## src/rtl/memory_arbiter.sv

```systemverilog
// Two-port memory arbiter: a read-only fetch port and a load/store data port share one memory bus.
// Define FFR_ARB_ROUND_ROBIN_EN for round-robin ties; otherwise data has fixed priority over fetch.
module memory_arbiter #(
    parameter int ADDR_WIDTH = 32,
    parameter int DATA_WIDTH = 32,
    parameter int WAIT_LIMIT = 15
) (
    input  logic                  clk,
    input  logic                  reset,

    input  logic                  fetchReq,
    input  logic [ADDR_WIDTH-1:0] fetchAddr,
    output logic [DATA_WIDTH-1:0] fetchRdata,
    output logic                  fetchAck,

    input  logic                  dataReq,
    input  logic                  dataWe,
    input  logic [ADDR_WIDTH-1:0] dataAddr,
    input  logic [DATA_WIDTH-1:0] dataWdata,
    output logic [DATA_WIDTH-1:0] dataRdata,
    output logic                  dataAck,

    output logic                  memReq,
    output logic                  memWe,
    output logic [ADDR_WIDTH-1:0] memAddr,
    output logic [DATA_WIDTH-1:0] memWdata,
    input  logic [DATA_WIDTH-1:0] memRdata,
    input  logic                  memReady,

    output logic                  timeoutErr,
    output logic [1:0]            arbState
);

    typedef enum logic [1:0] {
        IDLE   = 2'd0,
        FETCH  = 2'd1,
        DATA   = 2'd2,
        UNUSED = 2'd3
    } state_e;

    localparam int WAIT_W = (WAIT_LIMIT > 0) ? $clog2(WAIT_LIMIT + 1) : 1;
    localparam logic [WAIT_W-1:0] WAIT_MAX = WAIT_LIMIT[WAIT_W-1:0];

    state_e                  state_q, state_d;
    logic [ADDR_WIDTH-1:0]   addr_q, addr_d;
    logic                    we_q, we_d;
    logic [DATA_WIDTH-1:0]   wdata_q, wdata_d;
    logic [WAIT_W-1:0]       wait_q, wait_d;
    logic                    fetch_ack_q, fetch_ack_d;
    logic                    data_ack_q, data_ack_d;
    logic                    timeout_q, timeout_d;
    logic [DATA_WIDTH-1:0]   fetch_rdata_q, fetch_rdata_d;
    logic [DATA_WIDTH-1:0]   data_rdata_q, data_rdata_d;

    logic fetch_ok;
    logic data_ok;
    logic grant_fetch;
    logic grant_data;
    logic busy;
    logic done;
    logic abort;

    // A requester is still holding req during its own ack cycle; masking it
    // there prevents the same access from being replayed.
    assign fetch_ok = fetchReq & ~fetch_ack_q;
    assign data_ok  = dataReq  & ~data_ack_q;

`ifdef FFR_ARB_ROUND_ROBIN_EN
    logic last_fetch_q, last_fetch_d;

    always_comb begin
        grant_fetch = 1'b0;
        grant_data  = 1'b0;
        if (state_q == IDLE) begin
            if (fetch_ok && data_ok) begin
                grant_fetch = ~last_fetch_q;
                grant_data  = last_fetch_q;
            end else begin
                grant_fetch = fetch_ok;
                grant_data  = data_ok;
            end
        end
    end

    always_comb begin
        last_fetch_d = last_fetch_q;
        if (grant_fetch) begin
            last_fetch_d = 1'b1;
        end else if (grant_data) begin
            last_fetch_d = 1'b0;
        end
    end

    // Reset value 0 means "data granted last", so the first tie goes to fetch.
    always_ff @(posedge clk or posedge reset) begin
        if (reset) begin
            last_fetch_q <= 1'b0;
        end else begin
            last_fetch_q <= last_fetch_d;
        end
    end
`else
    always_comb begin
        grant_fetch = 1'b0;
        grant_data  = 1'b0;
        if (state_q == IDLE) begin
            grant_data  = data_ok;
            grant_fetch = fetch_ok & ~data_ok;
        end
    end
`endif

    assign busy = (state_q == FETCH) || (state_q == DATA);
    assign done = busy && memReady;
    // The counter holds the number of ready-low cycles seen so far; the cycle in
    // which it equals the limit is the last chance for memReady to complete.
    assign abort = busy && !memReady && (WAIT_LIMIT != 0) && (wait_q == WAIT_MAX);

    always_comb begin
        state_d       = state_q;
        addr_d        = addr_q;
        we_d          = we_q;
        wdata_d       = wdata_q;
        wait_d        = wait_q;
        fetch_ack_d   = 1'b0;
        data_ack_d    = 1'b0;
        timeout_d     = 1'b0;
        fetch_rdata_d = fetch_rdata_q;
        data_rdata_d  = data_rdata_q;

        case (state_q)
            IDLE: begin
                wait_d = '0;
                if (grant_data) begin
                    state_d = DATA;
                    addr_d  = dataAddr;
                    we_d    = dataWe;
                    wdata_d = dataWdata;
                end else if (grant_fetch) begin
                    state_d = FETCH;
                    addr_d  = fetchAddr;
                    we_d    = 1'b0;
                end
            end
            FETCH, DATA: begin
                if (done || abort) begin
                    state_d     = IDLE;
                    wait_d      = '0;
                    fetch_ack_d = (state_q == FETCH);
                    data_ack_d  = (state_q == DATA);
                    timeout_d   = abort;
                    if (done && state_q == FETCH) begin
                        fetch_rdata_d = memRdata;
                    end
                    if (done && state_q == DATA) begin
                        data_rdata_d = memRdata;
                    end
                end else if (wait_q != '1) begin
                    wait_d = wait_q + 1'b1;
                end
            end
            default: begin
                state_d = IDLE;
            end
        endcase
    end

    always_ff @(posedge clk or posedge reset) begin
        if (reset) begin
            state_q       <= IDLE;
            addr_q        <= '0;
            we_q          <= 1'b0;
            wdata_q       <= '0;
            wait_q        <= '0;
            fetch_ack_q   <= 1'b0;
            data_ack_q    <= 1'b0;
            timeout_q     <= 1'b0;
            fetch_rdata_q <= '0;
            data_rdata_q  <= '0;
        end else begin
            state_q       <= state_d;
            addr_q        <= addr_d;
            we_q          <= we_d;
            wdata_q       <= wdata_d;
            wait_q        <= wait_d;
            fetch_ack_q   <= fetch_ack_d;
            data_ack_q    <= data_ack_d;
            timeout_q     <= timeout_d;
            fetch_rdata_q <= fetch_rdata_d;
            data_rdata_q  <= data_rdata_d;
        end
    end

    // memReq decodes the state register directly, so reset drops it at once.
    assign memReq     = busy;
    assign memWe      = busy && we_q;
    assign memAddr    = busy ? addr_q : '0;
    assign memWdata   = busy ? wdata_q : '0;
    assign fetchAck   = fetch_ack_q;
    assign dataAck    = data_ack_q;
    assign fetchRdata = fetch_rdata_q;
    assign dataRdata  = data_rdata_q;
    assign timeoutErr = timeout_q;
    assign arbState   = state_q;

endmodule

```

## config.mk

```make
export PLATFORM = sky130hd
export DESIGN_NAME = memory_arbiter
export DESIGN_NICKNAME = d
export VERILOG_FILES = /design/src/rtl/memory_arbiter.sv
export SDC_FILE = /design/constraint.sdc
export NUM_CORES = 1
export LEC_CHECK = 0
export ABC_AREA = 1
export BUFFER_PORTS_ARGS = -buffer_cell sky130_fd_sc_hd__buf_2
export CAP_MARGIN = 20
export CORE_MARGIN = 3
export CORE_UTILIZATION = 45
export DETAILED_ROUTE_END_ITERATION = 7
export HOLD_SLACK_MARGIN = 0.08
export PLACE_DENSITY = 0.76
export SLEW_MARGIN = 20
export SYNTH_ARGS = -nofsm -noshare
export SYNTH_HDL_FRONTEND = slang
export SYNTH_SLANG_ARGS = --single-unit
```

## constraint.sdc

```tcl
create_clock -name clk -period 5.1 [get_ports clk]
set_input_delay 0.51 -clock clk [delete_from_list [all_inputs] [get_ports clk]]
set_output_delay 0.51 -clock clk [all_outputs]
set_load 0.01 [all_outputs]
```

Word level (Yosys, flattened, before mapping):

Index checks and enable logic that the tools add are counted.
Widths: inputs -> output; s select.

* register bits: 138
* bits in latches: 0
* RAM bits: 0
* ROM bits: 0
* input bits: 134
* output and inout port bits: 135
* logic and storage cells: 64
* memories: 0

* add/subtract/negate cells: 1
* $mul: 0
* div/mod/pow operators: 0
* $lt $le $gt $ge: 0
* equal/unequal tests: 7
* shifts and indexed selects: 0
* muxes and demuxes: 21
* bitwise operators: 6
* reduce and logical (&&, ||, !) cells: 19

Operators by type and width (count)
* $mux 32: 4
* $mux 1: 10
* $mux 4: 2
* $pmux 4 s2: 1
* $reduce_and 2->1: 4
* $logic_and 1x1->1: 6
* $mux 2: 3
* $ne 3x3->1 const B: 2
* $reduce_and 3->1: 2
* $add 4x1->4 const B: 1
* $eq 4x4->1 const B: 1
* $ne 4x4->1 const B: 1
* $pmux 2 s2: 1
* $reduce_bool 2->1: 2
* $and 1x1->1: 3
* $not 1->1: 3
* $eq 2x1->1 const B: 1
* $eq 2x2->1 const B: 1
* $logic_not 2->1: 1
* $logic_or 1x1->1: 2
* $ne 2x2->1 const B: 1
* $reduce_or 2->1: 1
* $logic_not 1->1: 1

Logic depth before layout (Yosys ltp):

Gate-level depths: netlist of the first run.

* depth in word-level cells: 8
* gate-level depth with buffers: 10
* mapped depth without buffers: 7

Worst setup path before layout of the first run:

No wires, ideal clock.

* kind: flip-flop to output port
* start: register state_q[0] (netlist: arbState[0])
* end: output port memAddr[15]
* arrival: 1.448 ns
* data required time: 4.590 ns
* path slack: 3.142 ns
* stages on the path, launching flop included: 7
* buffers on the path: 2
* path through: dfrtp_1 > inv_1 > ha_1 > buf_2 > buf_2 > nand2_1 > inv_1

* cells in the longest elaborated chain, start to end: 3
* elaborated cells between the ends (all ways): 4
* those cells by class: 2 x eq/ne; 1 x mux; 1 x reduce/logical

Ends and longest elaborated chain
* start, declared: RTL line 44 `state_e state_q, state_d;`
* start signal, assigned: RTL line 181 `state_q <= state_d;`
* $eq 2x1->1 or $eq 2x2->1 (tied branches): RTL line 113 `assign busy = (state_q == FETCH) || (state_q == DATA);`
* $logic_or 1x1->1 *: RTL line 113
* named net memReq: RTL line 23 `output logic memReq,`
* $mux 32 *: RTL line 197 `assign memAddr = busy ? addr_q : '0;`
* end, declared: RTL line 25 `output logic [ADDR_WIDTH-1:0] memAddr,`

The timed path passes the listed nets; every way through them passes the cells marked *.

Final worst setup path of the first run:

* start: register state_q[1] (netlist: arbState[1])
* end: output port memAddr[30]

* cells in the longest elaborated chain, start to end: 3
* elaborated cells between the ends (all ways): 4
* those cells by class: 2 x eq/ne; 1 x mux; 1 x reduce/logical

Ends and longest elaborated chain (RTL line)
* $eq 2x1->1 or $eq 2x2->1 (tied branches): 113
* $logic_or 1x1->1 *: 113
* $mux 32 *: 197

Mark *: on every way between the ends. The rest lies on a longest branch, timed or not.

==> results.txt, run 1 <==
The run finished with clean final reports. In this run the critical register-to-register path is launched from arbState[0]. The number of synthesized register bits is 138. The final worst-path setup slack came out at 2.39 ns.

The register area share after synthesis came out at 54.4%. In this run the power spent charging and discharging nets is 2.12 mW. The die footprint came out at 15600 sq um.

269 I/O pins were placed. The die extent in x is 125 microns. The clock network fraction of total power came out at 24.9%.

Summing the areas of all fa, ha and maj instances in the mapped netlist gives 0.985% of the synthesized area. The worst pin sits at a relative slew slack of 31.3%. Multiplexer cells account for 0% of the synthesized area. Fill cells in the final layout number 1223. Setup violations remaining at the end of the flow were counted as 0. Along the worst path, the maximum fanout reaches 66. The switching part of the total power came out at 39.5%.

The average instance area after synthesis came out at 7.70 sq um. The static leakage is 5.35 nW. The final setup skew is 0.00546 ns.

Of the total synthesized cell area, the portion taken by XOR and XNOR cells is 0.138%. Routability-driven placement finished with a final weighted congestion of 0.809. By area the synthesized netlist is led by dfrtp_1 (54%), nand2_1 (24%), inv_1 (6.5%). The total wirelength of the detailed-routed design is 17300 microns. Global routing consumed, over all layers together, 22.3% of the routing resources. The H-tree generated during clock tree synthesis spans 4 levels.

The root buffer cell is clkbuf_16. The number of clock buffers inserted by TritonCTS is 17. The synthesized netlist cell count is 825. The clock transition at the register clock pins on the worst setup and hold paths after CTS came out at 0.06 ns. The element type at the critical path start is a register. VDD sags by at most 0.000339 V. In this run, distinct cell masters in the synthesized netlist total 21. The worst path uses 53.1% of the clock period. Summing the areas of all compound-gate instances in the mapped netlist gives 5.44% of the synthesized area. The post-CTS setup repair buffer count is 0. The combinational power share came out at 40.4%. Post-CTS repair changed the size of 0 cells.

Summed over all failing endpoints, the final setup total negative slack is 0 ns. The number of hold buffers added after cts came out at 0. The clock insertion delay at the later pin of the skew report is 0.41 ns.

Of all cell types, the one taking the most synthesized area is dfrtp_1. The pin count of the biggest net entering global routing came out at 90. The via count of the first global-routing pass came out at 5772.

The final total power came out at 5.38 mW. The clock period minus final worst setup slack came out at 2.71 ns. The core footprint is 13500 sq um. The average via count per standard cell is 4.71. The initial antenna violation count was 2. The count of placed standard cells in the final layout, fillers left out is 1261. The tool flagged a number of max-cap violations equal to 0.

The synthesized netlist occupies a cell area of 6350 sq um. The internal reg-to-reg setup slack came out at 2.50 ns. For the pin with the worst max-slew slack, the measured transition is 1.02 ns. The type of element capturing the critical path is a primary output.

The post-route antenna net violation count came out at 0. The DRC violation total after the first TritonRoute iteration is 357. The final count of hold timing violations is 0.

The layout cell share with drive strength beyond 1 came out at 28.7%. The post-place setup slack came out at 2.50 ns. The CTS tree is yes.

The average detailed-routed wire length per instance came out at 13.7 microns. The overall overflow remaining after global route is 0. The via count of the routed design came out at 5940. The number of placed instances, taps included, is 1227. During synthesis, Yosys emitted a total of 0 warnings. The top cell types in the final layout, fill and taps aside, are nand2_1 (407), buf_2 (268), dfrtp_1 (138).

The internal portion of total power is 3.25 mW. The net count of the finished layout is 1209. The most common cell after layout, fill and taps aside is nand2_1.

The first global-routing pass estimated 28400 microns of wire. The remaining design rule violation count is 0. In the final layout, flip-flops and latches occupy 3450 sq um. In this run the worst hold path is classified as in2async. The power density over the cells is 643 nW/um^2. The vertical die dimension came out at 125 microns. The area growth from synthesis to layout came out at 31.6%. The arrival time reported for the critical path endpoint is 2.20 ns. The fraction of the mapped netlist area in simple logic gates is 28.4%.

The detailed placement HPWL came out at 12000 microns. The area share of the largest cell type after synthesis came out at 54.4%. Of the total power, registers draw 34.7%.

The first TritonRoute pass finished after 4 iterations. The type of the worst setup path is reg2out. Based on the critical path, the design can be clocked at up to 0.369 GHz. The number of nets in the synthesized netlist is 964. Counting every sink on the clock net gives 138. The number of max-slew violations in the final report came to 0.

The start point of the critical path is arbState[1]. Setup repair after global routing left no endpoint under its margin. The number of placement rows came out at 42. The required time at the worst-slack endpoint is 4.59 ns. The initial core utilization came out at 47.0%. The main combinational cell family by area after synthesis is simple AND/OR/NAND/NOR gates. The buffer levels on the longest clock path is 2. The area used by multi-input combinational logic is 2230 sq um. The number of buffers inserted by port buffering is 268.
==> per-stage QoR <==
| step | hold WS [ns] | utilization, % | area (sq um) |
|---|---|---|---|
| 2_1_floorplan | 0.442 | - | 6350 |
| 3_3_place_gp | 0.462 | 57.0 | 7700 |
| 3_5_place_dp | 0.461 | 57.0 | 7700 |
| 4_1_cts | 0.272 | 61.9 | 8360 |
| 5_1_grt | 0.278 | 61.9 | 8360 |
| 6_report | 0.254 | 61.9 | 8360 |
==> worst paths after layout <==
kind	endpoint	cells after the start
max reg2reg	addr_q[31]	6
max in group asynchronous	fetchRdata[27]	3
min in group clk	wdata_q[31]	3
max	memAddr[30]	6
min	dataRdata[26]	2
min reg2reg	wdata_q[2]	2
==> Yosys cell counts <==
cell	number
nand3_2	2
o21ai_1	24
buf_2	25
clkbuf_1	12
nand3_1	5
buf_6	4
inv_1	110
inv_2	2
buf_4	5
dfrtp_1	138
a21o_1	1
nor3_1	1
nand2_2	1
xor2_1	1
clkinv_1	1
nor2_1	5
nand2_1	408
o21ai_0	42
nand4_1	32
ha_1	5
a21boi_0	1
==> per-layer routing <==
layer	part of all wire, %	GRT usage [%]
met5	0	0
met4	1.9	8.42
met3	8.9	7.68
met2	48	36.4
met1	42	27.6
==> power by group through the flow <==
stage | Combinational, mW | Clock (mW) | Sequential, mW
after global placement | 2.14 | 0 | 1.86
after global routing | 2.47 | 1.42 | 1.93
after floorplan | 1.32 | 0 | 1.93
after detailed placement | 2.20 | 0 | 1.86
after CTS | 2.21 | 1.37 | 1.86
final | 2.17 | 1.34 | 1.87
==> kinds of logic (layout without fill, tap and decap cells) <==
family                   count (synthesis)  after routing
buffers and inverters                  159            417
flip-flops                             138            138
other                                    0              2
XOR/XNOR                                 1              1
AND/OR/NAND/NOR                        454            454
AO/OA/AOI/OAI                           68             68
adder cells (fa/ha/maj)                  5              5
==> worst max-delay path, cell delays in order, from the launching register on <==
cell and delay (ns):
dfrtp_1 0.40, inv_1 0.09, ha_2 0.37, buf_4 0.54
nand2_1 0.11, inv_1 0.10, buf_2 0.13
==> sequential cells by signal, summed over array words and instances, names as in the netlist <==
signal / cells
addr_q: 32
arbState: 2
dataAck: 1
dataRdata: 32
fetchAck: 1
fetchRdata: 32
timeoutErr: 1
wait_q: 4
wdata_q: 32
we_q: 1
==> layout make-up <==
class | count | area share [%]
flip-flops and latches | 138 | 41.3
multi-input cells | 528 | 26.6
repair buffers | 272 | 16.4
clock buffers | 23 | 5.95
inverters | 113 | 5.13
well taps | 176 | 2.63
clock inverters | 9 | 1.90
diodes | 2 | 0.0598
No activity file was read; power rests on OpenSTA's default activity.
==> inputs of run 2 (changes only) <==
- ABC_AREA: 1 -> 0
- PLACE_DENSITY: 0.76 -> 0.77
- clock period: 5.1 -> 2.5 ns (I/O delays scaled with it)
==> results.txt, run 2 <==
The number of fill cells is 883 (-28%). The core footprint is 12700 sq um (-5.8%). The switching part of the total power was 34.4% (-5.1 points). The maximum fanout count along the critical path was 70 (+6.1%). The number of placed instances with taps included is 858 (-30%).

The number of placement rows is 41 (-2.4%). The via count of the first global-routing pass came out at 5343 (-7.4%). The vertical die dimension came out at 121 microns (-3.3%). The net count of the finished layout is 934 (-23%). The area growth from synthesis to layout is 50.6%. The number of distinct library cell variants in the gate-level netlist after synthesis came out at 32 (+52%). The total area of sequential cells is 3450 sq um (unchanged). The count of placed standard cells in the final layout, fillers left out is 980 (-22%). The critical path is of the reg2out type.

The met1 demand-to-capacity share in global routing is 24.9% (-2.6 points). The root buffer cell is clkbuf_16. The via count of the routed design is 4953 (-17%).

The CTS tree is yes. The overall track demand over capacity in global routing came out at 23.0% (+0.66 points). The total I/O pin count came to 269 (unchanged). The detailed placement HPWL came out at 10900 microns (-8.7%). The post-synth design cell area is 5920 sq um (-6.9%).

The total wirelength of the detailed-routed design is 16600 microns (-3.7%). The global placement routability congestion came out at 0.764 (-5.6%). The setup TNS came to 0 ns (unchanged).

The transition time at the pin with the least slew margin was 0.713 ns (-0.312 ns). The arrival time reported for the critical path endpoint is 1.87 ns (-0.33 ns). The number of clock buffers inserted by TritonCTS came out at 17 (unchanged). The total buffers and inverters traversed by the critical path is 3 (-1). The final count of hold timing violations came out at 0 (unchanged). The first-pass GRT wire length came out at 26300 microns (-7.2%).

The average instance area after synthesis is 13.5 sq um (+76%). By count the netlist is led by dfrtp_1 (138), mux2_2 (96), and2_1 (87). The average via count per standard cell was 5.05 (+7.3%). The type of element capturing the critical path is a primary output. Setup repair after global routing left no endpoint under its margin. The remaining design rule violation count came out at 0 (unchanged).

The average detailed-routed wire length per instance was 17.0 microns (+24%). The number of max-slew violations in the final report is 0 (unchanged). The number of max-capacitance violations reported is 0 (unchanged). The layout cell share with drive strength beyond 1 came to 50.2% (+21 points). The worst slack on hold paths is 0.0498 ns (-0.205 ns). The power density over the cells came to 1240 nW/um^2 (+92%). The detailed-routing iteration count for the pre-antenna-repair pass is 4 (unchanged). The number of buffers inserted by port buffering came to 268 (unchanged). The total nets after synthesis was 576 (-40%). The top cell type by total area after synthesis is dfrtp_1. The max-slew headroom at the worst pin is 52.5% (+21 points). The synthesized netlist cell count came to 437 (-47%). The overall overflow remaining after global route is 0 (unchanged). The peak per-stage delay on the critical path came out at 0.41 ns (-0.13 ns). The most used routing layer in global routing is met2. The final setup skew came out at 0.00592 ns (+0.000459 ns). The portion of the clock cycle consumed by the worst path in the final layout came out at 84.8%. The fraction of synthesis flops using an asynchronous set or reset pin came out at 100% (unchanged).

The final total power came to 11.0 mW (+100%). The post-route antenna net violation count came out at 0 (unchanged). The clock network fraction of total power is 22.1% (-2.8 points). The primary flip-flop cell chosen by synthesis mapping is dfrtp_1.

The library cell used most frequently in the layout, excluding fill and tap cells, is buf_2. The met2 track demand over resource came out at 40.8% (+4.4 points). The power share of the sequential group came out at 35.1% (+0.4 points).

The required time at the worst-slack endpoint came out at 2.25 ns (-2.34 ns). The die extent in x is 121 microns (-3.3%). The static leakage came out at 4.42 nW (-17%).

The post-CTS setup repair buffer count came to 0 (unchanged). The initial core utilization came out at 46.5% (-0.53 points). The pin count of the biggest net entering global routing came out at 139 (+54%).

The clock transition at the register clock pins on the worst setup and hold paths after CTS came out at 0.06 ns (about the same). Traced cell by cell, the critical path runs through inv_1, ha_1, buf_12, and2_1, buf_2. The global-route met3 utilization is 6.03% (-1.6 points). The internal portion of total power is 7.23 mW (+120%).

The reported net switching power came out at 3.78 mW (+78%). Among all stages on the critical path, the largest delay is contributed by dfrtp_1. The utilization after layout was 70.1% (+8.1 points). The most repeated cell in the gate-level netlist after synthesis is dfrtp_1.

The initial antenna violation count is 1 (-1). The area share of the largest cell type after synthesis came out at 58.4% (+4.0 points). The die footprint is 14600 sq um (-6.5%). The buffer levels on the longest clock path is 2 (unchanged). The DRC violation total after the first TritonRoute iteration was 223 (-38%). The worst setup path is launched from a register. The area used by multi-input combinational logic was 2310 sq um (+3.9%). The combinational power share was 42.8% (+2.4 points). The cell family contributing the most delay on the critical path is buffers and inverters.

The clock insertion delay at the later pin of the skew report came out at 0.41 ns (about the same). The count of yosys warnings during synthesis is 0 (unchanged). The H-tree level count came out at 4 (unchanged). After synthesis, the cell types taking the most area are dfrtp_1 (58%), mux2_2 (18%), and2_1 (9.2%). The path class of the tightest hold or removal check is in2async. The flow ran to the end, and the final reports show no timing, DRC or antenna violations. Static timing analysis puts the maximum clock frequency at 0.472 GHz. The clock sink count came out at 138 (unchanged). The setup violation total in the final timing report came to 0 (unchanged). The number of enable-type register cells in the synthesized netlist came to 0 (unchanged). The number of synthesized register bits is 138 (unchanged). The library cells used most frequently in the layout, excluding fill and tap cells, are buf_2 (268), dfrtp_1 (138), mux2_2 (96). The register area share after synthesis is 58.4% (+4.0 points).

The clock period minus final worst setup slack is 2.12 ns. The largest voltage drop on the vdd net came out at 0.000761 V (+120%).
[run 2: cell type report]
class / count / area share (%)
flip-flops and latches: 138 / 38.7
repair buffers: 365 / 26.2
clock inverters: 10 / 1.35
inverters: 3 / 0.168
diodes: 1 / 0.0281
multi-input cells: 270 / 26.0
well taps: 172 / 2.41
clock buffers: 21 / 5.17
[run 2: layer usage]
layer,vias to the layer above,part of all wire (%)
li1,2259,-
met1,2424,36
met2,207,54
met3,63,5.9
met4,0,4.3
met5,-,0
[run 2: power by group through the flow]
stage	Sequential [mW]	Combinational, mW	Clock (mW)
floorplan	4.03	2.60	0
global placement	3.80	4.46	0
detailed placement	3.88	4.59	0
CTS	3.85	4.74	2.49
global route	3.99	5.09	2.58
finish	3.87	4.71	2.43
[run 2: cell families after synthesis]
logic type / after synthesis / synth area share, %
DFF: 138 / 58.4
and+or+nand+nor: 127 / 13.0
muxes: 96 / 18.3
AOI/OAI and AO/OA: 42 / 6.62
buffers and inverters: 29 / 2.66
adders and majority gates: 5 / 1.06
[run 2: final timing paths]
| kind | start | depth (start not counted) | to | slack [ns] |
|---|---|---|---|---|
| setup / recovery | arbState[0] | 5 | memWdata[29] | 0.38 |
| hold / removal | reset | 3 | fetchRdata[25] | 0.05 |
| setup reg to reg | arbState[0] | 6 | arbState[0] | 0.58 |
| hold reg to reg | wdata_q[16] | 1 | wdata_q[16] | 0.49 |
| max in group asynchronous | reset | 3 | addr_q[15] | 1.93 |
| min in group clk | memRdata[24] | 2 | dataRdata[24] | 0.10 |
[run 2: worst reg2reg max path, delay by kind of cell, from the launching register on]
| family | cells | cell delay [ns] |
|---|---|---|
| flops | 1 | 0.41 |
| simple gates | 1 | 0.39 |
| fa+ha+maj | 1 | 0.35 |
| buf+inv | 2 | 0.33 |
| compound gates | 2 | 0.32 |
[run 2: repair_timing]
| item | CTS | global route |
|---|---|---|
| hold endpoints to repair | 109 | 0 |
| setup endpoints to repair | 0 | 0 |
| resized for setup | 0 | 0 |
| hold buffers | 90 | 0 |
[run 2: stage by stage]
step	setup slack (ns)	area, sq um
after floorplan	0.529	5920
after global placement	0.689	7430
after detailed placement	0.600	7430
after CTS	0.362	8910
after global routing	0.254	8910
final	0.379	8910
==> inputs of run 3 (changes only) <==
- clock period: 2.5 -> 2.13 ns (I/O delays scaled with it)
==> results.txt, run 3 (synthesis gave the netlist of run 2 again) <==
The run finished with clean final reports. The post-CTS setup repair buffer count is 0 (unchanged). TritonCTS built the clock tree. The hold-critical path depth came out at 3. The vertical die dimension is 121 microns (unchanged). The largest voltage drop on the vdd net came out at 0.000791 V (+3.9%).

The pin count of the biggest net entering global routing came out at 67 (-52%). The clock insertion delay at the later pin of the skew report came out at 0.42 ns (about the same). The signal on the critical path passes through inv_1, ha_4, buf_12, and2_1, buf_2. The worst setup path is of the reg2out kind.

The number of max-slew violations in the final report is 0 (unchanged). The post-route antenna net violation count is 0 (unchanged). The area growth from synthesis to layout came out at 55.0%. The internal reg-to-reg setup slack came out at 0.37 ns (-0.21 ns). The power density over the cells came out at 1490 nW/um^2 (+20%).

The via count of the first global-routing pass was 5504 (+3.0%). The core footprint is 12700 sq um (unchanged). The maximum fanout count along the critical path came to 33 (-53%). The initial core utilization is 46.5% (unchanged). The initial antenna violation count is 1 (unchanged).

The slowest stage of the critical path belongs to the cell dfrtp_1. The arrival time reported for the critical path endpoint was 1.83 ns (-0.04 ns). The final count of hold timing violations came out at 0 (unchanged).

The number of placement rows is 41 (unchanged). The required time at the worst-slack endpoint was 1.92 ns (-0.33 ns). The buffer levels on the longest clock path is 2 (unchanged). The H-tree level count came to 4 (unchanged). The sink of the worst hold path is addr_q[31]. In the finished design, the share of the clock period the worst path needs comes to 95.8%. The start point of the worst min-delay path is dataAddr[31]. The path class of the tightest hold or removal check is in2reg. The top cell types in the final layout, fill and taps aside, are buf_2 (268), dfrtp_1 (138), dlygate4sd3_1 (98). The final total power came out at 13.6 mW (+24%). The clock sink count is 138 (unchanged).

The number of buffers inserted by port buffering came to 268 (unchanged). The worst register-to-register path ends at wdata_q[28]. The detailed placement HPWL is 11000 microns (+0.66%). The static leakage came out at 4.55 nW (+2.8%). The number of cells traversed by the worst register-to-register path is 5 (-1).

The via count of the routed design is 5006 (+1.1%). The setup TNS is 0 ns (unchanged). The die footprint was 14600 sq um (unchanged). The DRC violation total after the first TritonRoute iteration is 266 (+19%). The worst setup path is captured at a primary output. The clock transition at the register clock pins on the worst setup and hold paths after CTS came out at 0.06 ns (about the same). The first-pass GRT wire length is 27500 microns (+4.4%). The worst register-to-register path begins at arbState[1]. The global placement routability congestion is 0.778 (+1.9%).

The overall overflow remaining after global route was 0 (unchanged). The max-slew headroom at the worst pin is 55.9% (+3.4 points). The total I/O pin count came out at 269 (unchanged).

The remaining design rule violation count came out at 0 (unchanged). The average via count per standard cell was 5.05 (-0.15%). The layout cell share with drive strength beyond 1 came to 50.3% (+0.12 points).

The tree is rooted in a clkbuf_16. Setup repair after global routing left no endpoint under its margin. The net count of the finished layout came out at 945 (+1.2%).

The most common cell after layout, fill and taps aside is buf_2. The element type at the critical path start is a register. Timing would allow up to 0.490 GHz. The number of max-capacitance violations reported is 0 (unchanged). The setup violation total in the final timing report came out at 0 (unchanged).

The peak per-stage delay on the critical path is 0.40 ns (about the same). The number of clock buffers inserted by TritonCTS came out at 17 (unchanged). The final setup skew came to 0.00865 ns (+0.00273 ns). The transition time at the pin with the least slew margin came out at 0.660 ns (-0.0526 ns). The detailed-routing iteration count for the pre-antenna-repair pass came to 4 (unchanged). The total wirelength of the detailed-routed design is 17700 microns (+6.3%). The average detailed-routed wire length per instance came out at 17.8 microns (+5.0%).

The worst path in the final design needs a cycle of 2.04 ns, including I/O delays and setup. The die extent in x was 121 microns (unchanged). The overall track demand over capacity in global routing is 24.4% (+1.4 points).
## run 3: cell count changes in the layout (fill, tap and decap cells not counted), sizes merged
cell | previous run | this run
clkinvlp | 6 | 4
clkbuf | 21 | 19
bufinv | 2 | 5
inv | 2 | 5
buf | 275 | 278
dlygate4sd3 | 90 | 98
clkinv | 3 | 2
## run 3: worst max-delay path, delay by kind of cell (launching register included)
kind | cells | cell delay [ns]
simple gates | 1 | 0.17
buf+inv | 3 | 0.45
flops | 1 | 0.40
fa+ha+maj | 1 | 0.37
## run 3: how the worst max path moves through the flow
stage	startpoint	end	cells after the start
finish	arbState[1]	memWdata[29]	5
CTS	arbState[0]	memWdata[23]	5
global route	arbState[1]	memAddr[30]	5
floorplan	reset	addr_q[0]	1
global placement	arbState[0]	addr_q[29]	6
detailed placement	arbState[0]	addr_q[30]	6
## run 3: through the flow
step                cells  util (%)  setup slack (ns)  hold slack [ns]  area [sq um]
finish                992      72.1            0.0902            0.100          9170
global placement      860      58.8             0.384            0.312          7480
CTS                   991      72.1           0.00244           0.0814          9170
detailed placement    860      58.8             0.296            0.341          7480
global route          992      72.1           0.00739            0.107          9170
floorplan             437         -             0.196            0.351          5920
## run 3: final cells by class
class                           instances  area [sq um]
Timing Repair Buffer                  376          2490
Antenna cell                            1          2.50
Tap cell                              172           215
Clock inverter                         13           213
Inverter                                3          15.0
Sequential cell                       138          3450
Fill cell                             880          3550
Clock buffer                           19           453
Multi-Input combinational cell        270          2330
## run 3: repair_timing
action / 4_1_cts / 5_1_grt
hold buffers: 98 / 0
endpoints found under the setup margin: 53 / 32
resized for setup: 2 / 1
gates cloned: 1 / 0
endpoints found under the hold margin: 155 / 0
## run 3: power by group
part,switching [mW],internal (mW)
sequential,0.664,3.90
combinational,2.82,2.97
clock,1.12,2.15
total,4.61,9.02
## run 3: metal layers
layer  up-vias  routed length, microns  GRT usage, %  part of all wire [%]
met5         -                       0             0                     0
met4         0                     656          13.0                   3.7
met3        51                    1000          6.03                   5.7
met2       197                    9660          44.5                    55
met1      2481                    6370          25.8                    36
li1       2277                       -             -                     -
